$ cat src/rtl/fco_bitslip_ctrl.sv
// Frame-alignment sequencer: issues one-position bitslip pulses until the FCO monitor locks.
// Optional build macro FCO_BITSLIP_AUTO_RELOCK_EN: lock loss restarts the search instead of failing.
module fco_bitslip_ctrl #(
    parameter int unsigned SLIP_MAX      = 16,
    parameter int unsigned SETTLE_WORDS  = 8,
    parameter int unsigned TIMEOUT_WORDS = 256,
    parameter int unsigned ERR_W         = 16
) (
    input  logic             dco_clk,
    input  logic             rst_n,
    input  logic             start,
    input  logic             word_valid,
    input  logic             aligned,
    input  logic             align_err_pulse,
    output logic             bitslip,
    output logic             busy,
    output logic             locked,
    output logic             fail,
    output logic [7:0]       slip_count,
    output logic [ERR_W-1:0] lost_count,
    output logic [2:0]       state
);

    localparam int unsigned WMAX   = (SETTLE_WORDS > TIMEOUT_WORDS) ? SETTLE_WORDS : TIMEOUT_WORDS;
    localparam int unsigned WCNT_W = $clog2(WMAX + 1);

    typedef enum logic [2:0] {
        ST_IDLE   = 3'd0,
        ST_SETTLE = 3'd1,
        ST_WAIT   = 3'd2,
        ST_SLIP   = 3'd3,
        ST_LOCKED = 3'd4,
        ST_FAIL   = 3'd5
    } state_t;

    state_t            st_q, st_d;
    logic [WCNT_W-1:0] wcnt_q, wcnt_d;
    logic [7:0]        slip_d;
    logic [ERR_W-1:0]  lost_d;
    logic              pos_bad;

    // Next-state and counter updates; start overrides every other event.
    always_comb begin
        st_d    = st_q;
        wcnt_d  = wcnt_q;
        slip_d  = slip_count;
        lost_d  = lost_count;
        pos_bad = 1'b0;
        if (start) begin
            st_d   = ST_SETTLE;
            wcnt_d = '0;
            slip_d = '0;
        end else begin
            case (st_q)
                ST_SETTLE: begin
                    if (word_valid) begin
                        if (wcnt_q == WCNT_W'(SETTLE_WORDS - 1)) begin
                            st_d   = ST_WAIT;
                            wcnt_d = '0;
                        end else begin
                            wcnt_d = wcnt_q + WCNT_W'(1);
                        end
                    end
                end
                ST_WAIT: begin
                    if (align_err_pulse) begin
                        pos_bad = 1'b1;
                    end else if (aligned) begin
                        st_d = ST_LOCKED;
                    end else if (word_valid) begin
                        if (wcnt_q == WCNT_W'(TIMEOUT_WORDS - 1)) begin
                            pos_bad = 1'b1;
                        end else begin
                            wcnt_d = wcnt_q + WCNT_W'(1);
                        end
                    end
                    if (pos_bad) begin
                        st_d = (slip_count == 8'(SLIP_MAX - 1)) ? ST_FAIL : ST_SLIP;
                    end
                end
                ST_SLIP: begin
                    st_d   = ST_SETTLE;
                    wcnt_d = '0;
                    slip_d = slip_count + 8'd1;
                end
                ST_LOCKED: begin
                    if (!aligned || align_err_pulse) begin
                        if (lost_count != '1) begin
                            lost_d = lost_count + ERR_W'(1);
                        end
`ifdef FCO_BITSLIP_AUTO_RELOCK_EN
                        st_d   = ST_SETTLE;
                        wcnt_d = '0;
                        slip_d = '0;
`else
                        st_d   = ST_FAIL;
`endif
                    end
                end
                default: ;
            endcase
        end
    end

    // Registered state, counters and decoded status outputs.
    always_ff @(posedge dco_clk or negedge rst_n) begin
        if (!rst_n) begin
            st_q       <= ST_IDLE;
            wcnt_q     <= '0;
            slip_count <= '0;
            lost_count <= '0;
            bitslip    <= 1'b0;
            busy       <= 1'b0;
            locked     <= 1'b0;
            fail       <= 1'b0;
        end else begin
            st_q       <= st_d;
            wcnt_q     <= wcnt_d;
            slip_count <= slip_d;
            lost_count <= lost_d;
            bitslip    <= (st_d == ST_SLIP);
            busy       <= (st_d == ST_SETTLE) || (st_d == ST_WAIT) || (st_d == ST_SLIP);
            locked     <= (st_d == ST_LOCKED);
            fail       <= (st_d == ST_FAIL);
        end
    end

    assign state = st_q;

endmodule

$ cat config.mk
export PLATFORM = sky130hd
export DESIGN_NAME = fco_bitslip_ctrl
export DESIGN_NICKNAME = d
export VERILOG_FILES = /design/src/rtl/fco_bitslip_ctrl.sv
export SDC_FILE = /design/constraint.sdc
export NUM_CORES = 1
export LEC_CHECK = 0
export CORE_MARGIN = 2
export CORE_UTILIZATION = 53
export CTS_CLUSTER_SIZE = 8
export DETAILED_ROUTE_END_ITERATION = 8
export GPL_TIMING_DRIVEN = 1
export PLACE_DENSITY = 0.89
export SYNTH_ARGS = -nofsm -noshare
export SYNTH_HDL_FRONTEND = slang
export SYNTH_SLANG_ARGS = --single-unit
$ cat constraint.sdc
create_clock -name dco_clk -period 2.7 [get_ports dco_clk]
set_input_delay 0.405 -clock dco_clk [delete_from_list [all_inputs] [get_ports dco_clk]]
set_output_delay 0.405 -clock dco_clk [all_outputs]
set_load 0.05 [all_outputs]
; After elaboration in Yosys (flattened, before gate mapping)
; Cells that the tools add are included.
[classes]
n_addsub = 3
mul = 0
div_mod_pow = 0
n_lt_le_gt_ge = 0
eq_ne = 18
shift = 0
muxes = 25
bitwise = 1
n_reduce_logical = 8
[ops]
columns = operator, count
row1 = $mux W9, 7
row2 = $pmux W9 S3, 1
row3 = $mux W3, 8
row4 = $add A16 B1 Y16 const B, 1
row5 = $mux W8, 2
row6 = $ne A16 B16 Y1 const B, 1
row7 = $ne A3 B3 Y1 const B, 5
row8 = $eq A3 B2 Y1 const B, 4
row9 = $pmux W3 S4, 1
row10 = $add A9 B1 Y9 const B, 1
row11 = $eq A3 B3 Y1 const B, 3
row12 = $eq A9 B3 Y1 const B, 1
row13 = $eq A9 B8 Y1 const B, 1
row14 = $add A8 B1 Y8 const B, 1
row15 = $eq A8 B4 Y1 const B, 1
row16 = $eq A3 B1 Y1 const B, 2
row17 = $mux W1, 6
row18 = $reduce_and A6 Y1, 1
row19 = $reduce_and A4 Y1, 1
row20 = $reduce_bool A4 Y1, 1
row21 = $logic_or A1 B1 Y1, 3
row22 = $reduce_bool A2 Y1, 1
row23 = $logic_not A1 Y1, 1
row24 = $not A1 Y1, 1
[totals]
reg_bits = 40
latch_bits = 0
ramBits = 0
romBits = 0
input_bits = 6
out_inout_bits = 31
memories = 0

; Longest topological paths before layout
[depth]
ltp_word = 13
depth_mapped = 10

; Least setup slack after synthesis
; OpenSTA, ideal clock, no wires.
[synth_timing]
path_kind = flip-flop to flip-flop
startpoint = reg wcnt_q[0]
endpoint = reg wcnt_q[2]
setup_ns = 0.133
t_arrival_ns = 2.170
setup_slack_ns = 0.396
stages_incl_launch_ff = 10
period_less_slack_ns = 2.304
cell_sequence = dfrtp_1 > ha_1 > nand3_1 > or2_2 > nor2_1 > ha_1 > or4b_1 > o21a_1 > o311ai_2 > o31ai_1
[synth_between]
elab_chain_len = 7
elab_cells_between_ends = 13
[synth_lines]
columns = item, line
row1 = "start, declared", 37  ; logic [WCNT_W-1:0] wcnt_q, wcnt_d;
row2 = "start signal, assigned", 118  ; wcnt_q <= wcnt_d;
row3 = $add A9 B1 Y9, "61, 74"
row4 = $mux W9, 71  ; if (wcnt_q == WCNT_W'(TIMEOUT_WORDS - 1)) begin
row5 = $mux W9, 70  ; end else if (word_valid) begin
row6 = $mux W9, 68  ; end else if (aligned) begin
row7 = $mux W9, 66  ; if (align_err_pulse) begin
row8 = $pmux W9 S3, 54  ; case (st_q)
row9 = $mux W9, 49  ; if (start) begin
; Several ways; a longest one is shown, not always the timed one. The select of a mux whose other input is x is not followed.
; A chain may end at the register's enable or synchronous reset.

; Final worst setup path
[layout_timing]
startpoint = reg wcnt_q[0]
endpoint = reg wcnt_q[4]
; The elaborated chain is that of the path after synthesis.

==> results.py <==
metrics = {
    "yosys": {
        "ys_seq_elements": 40,
        "syn-num-nets": 239,
        "yosysWarnings": 0,
        "ys_types": 55,
        "async_flop_share_pct": 100,
        "synth_ff_type": "dfrtp_1",
        "synth_edf_count": 0,
        "syn_avg_cell_area_um2": 10.1,
        "synth_area_um2": 2320,
        "synth-seq-area-share_pct": 43.1,
        "syn_inst": 229,
    },
    "setup_path": {
        "crit_type": "reg -> reg",
        "arrival_ns": 2.71,
        "worstPathMaxFanout": 7,
        "end_kind": "register",
        "start_kind": "register",
        "crit_required_ns": 2.88,
    },
    "run": {
        "maxCapViolCount": 0,
    },
    "finish": {
        "n_fill_cell": 339,
        "mostFrequentLayoutCell": "dfrtp_1",
        "finish.utilization_pct": 65.9,
        "drive_gt1_share_pct": 12.3,
        "syn2layout_area_growth_pct": 21.9,
        "n_antenna_cell": 0,
        "nets": 278,
        "layout_common_cells": "40 x dfrtp_1, 35 x clkdlybuf4s50_1, 22 x nand2_1",
    },
    "placement": {
        "numPortBuffers": 36,
        "dp_slack_ns": 0.237,
        "gp_congestion": 0.906,
        "place_hpwl_um": 3720,
    },
    "power": {
        "power.total_uw": 1130,
        "ir_drop_mv": 0.328,
        "power_density_nw_per_um2": 399,
        "p_leak_uw": 0.00118,
    },
    "global_route": {
        "grt_overflow": 0,
        "grt_pass1_vias": 1861,
        "grt_first_pass_wirelength_um": 8970,
        "antenna_found_initial": 0,
        "track_usage_pct": 22.3,
        "grt_max_degree": 41,
    },
    "timing": {
        "rsz0062_at_grt": "true",
        "slew_headroom_pct": 42.8,
        "tightest_slew_ns": 0.858,
        "clock.fmax_mhz": 395,
        "final-max-slew-violation-count": 0,
        "setup-tns-final_ns": 0,
        "final-hold-violation-count": 0,
        "fin_crit_ns": 2.53,
        "post-route-period-util_pct": 93.7,
        "skew_ns": 0.0118,
        "setup_ws_ns": 0.170,
        "final-setup-viol-count": 0,
    },
    "route": {
        "drt_iter0_markers": 108,
        "num_vias": 1965,
        "wl_met1_um": 2330,
        "detail-route-antenna-nets": 0,
        "viasPerCell": 6.12,
        "top_layer": "met4",
        "wl_um": 5070,
        "drc_errors": 0,
        "wl_per_cell_um": 15.8,
        "wl_met3_um": 290,
        "wl_met2_um": 2360,
        "drt_first_pass_iters": 4,
    },
    "floorplanning": {
        "num_rows": 24,
        "ios": 37,
        "die-area_um2": 4920,
        "die_w_um": 70.2,
        "start_util_pct": 54.1,
        "dieHeight_um": 70.2,
        "core-area_um2": 4290,
    },
    "clock_network": {
        "clock_latency_ns": 0.29,
        "h-tree-depth": 2,
        "root_buffer": "clkbuf_8",
        "cts_buffers": 5,
        "post_cts_buffers": 0,
        "cts_tree": "yes",
        "cts.sinks": 40,
        "cts_resized": 0,
        "cts_max_path_buffers": 2,
        "clk_pin_slew_ns": 0.07,
    },
    "hold_path": {
        "hp-class": "in -> async",
    },
    "status": {
        "status": "finished clean",
    },
}
through the flow:
step	hold slack, ns	cells	instance area (um2)
final	0.220	321	2830
after global routing	0.304	321	2830
after CTS	0.251	321	2830
after detailed placement	0.500	313	2720
after global placement	0.495	313	2720
after floorplan	0.109	229	2320
logic make-up (layout without fill, tap and decap cells):
group                      count (synthesis)  count (layout)  synth area share, %
AOI/OAI and AO/OA                         47              47                 16.6
xor gates and xnor gates                  18              18                 6.79
adders and majority gates                  4               4                 2.16
buffers and inverters                     16              56                 3.13
DFF                                       40              40                 43.1
muxes                                      4               4                 1.94
and+or+nand+nor                          100             100                 26.3
critical path, cell delays in order (launching register included):
cell     delay [ns]
dfrtp_1        0.41
ha_1           0.25
nand3_1        0.14
or2_2          0.15
nor2_1         0.05
ha_1           0.20
or4b_1         0.51
o21ai_2        0.20
nand3_2        0.21
o32ai_1        0.31
Yosys cell counts (2+ instances only):
cell type | number | share of area, %
a2111oi_2 | 2 | 1.3
a211oi_1 | 9 | 2.9
a21oi_1 | 6 | 1.3
a221oi_2 | 2 | 1.3
a31oi_1 | 2 | 0.54
and3_1 | 5 | 1.3
and4_1 | 2 | 0.75
buf_2 | 4 | 0.86
dfrtp_1 | 40 | 43
ha_1 | 4 | 2.2
inv_1 | 9 | 1.5
mux2_2 | 3 | 1.5
nand2_1 | 22 | 3.6
nand2b_1 | 4 | 1.1
nand3_1 | 13 | 2.8
nand3b_1 | 2 | 0.65
nand4_1 | 9 | 2.4
nor2_1 | 14 | 2.3
nor2b_1 | 3 | 0.81
nor3_1 | 4 | 0.86
nor3_2 | 2 | 0.86
nor4_1 | 5 | 1.3
nor4_4 | 2 | 1.8
o211ai_1 | 2 | 0.65
o21a_1 | 3 | 0.97
o21ai_0 | 6 | 1.3
o32ai_1 | 4 | 1.5
or2_2 | 2 | 0.54
or3_1 | 2 | 0.54
xnor2_1 | 6 | 2.3
xor2_1 | 12 | 4.5
sequential cells by signal (all words and copies together) (netlist names):
register	cells
busy	1
bitslip	1
lost_count	16
state	3
slip_count	8
fail	1
locked	1
wcnt_q	9
metal layers:
metal / global-route usage, % / vias to the layer above
li1: - / 938
met1: 32.4 / 947
met2: 33.7 / 70
met3: 4.04 / 10
met4: 8.12 / 0
met5: 0 / -
final timing paths:
check | from | endpoint | slack (ns) | cells past startpoint
worst max-delay path | wcnt_q[0] | wcnt_q[4] | 0.17 | 9
worst min-delay path | rst_n | slip_count[2] | 0.22 | 1
worst max register to register | wcnt_q[0] | wcnt_q[4] | 0.17 | 9
worst min register to register | lost_count[9] | lost_count[9] | 0.51 | 1
max in group asynchronous | rst_n | state[0] | 1.93 | 1
min in group dco_clk | lost_count[9] | lost_count[9] | 0.51 | 1
layout make-up:
class	instances	area [um2]	area share, %
Sequential cell	40	1000	35.4
Clock buffer	6	72.6	2.57
Clock inverter	2	35.0	1.24
Inverter	10	37.5	1.33
Tap cell	52	65.1	2.30
Timing Repair Buffer	38	370	13.1
Multi-Input combinational cell	173	1250	44.1
report_power, final:
part           total (uW)  switching, uW  internal, uW
sequential            604           2.64           601
clock                 473            199           274
combinational        50.8           35.1          15.7
repair_timing:
item | in CTS | in global routing
setup endpoints to repair | 0 | 1
endpoints found under the hold margin | 0 | 0
hold buffers | 0 | 0
Power figures use the tool's default switching activity.
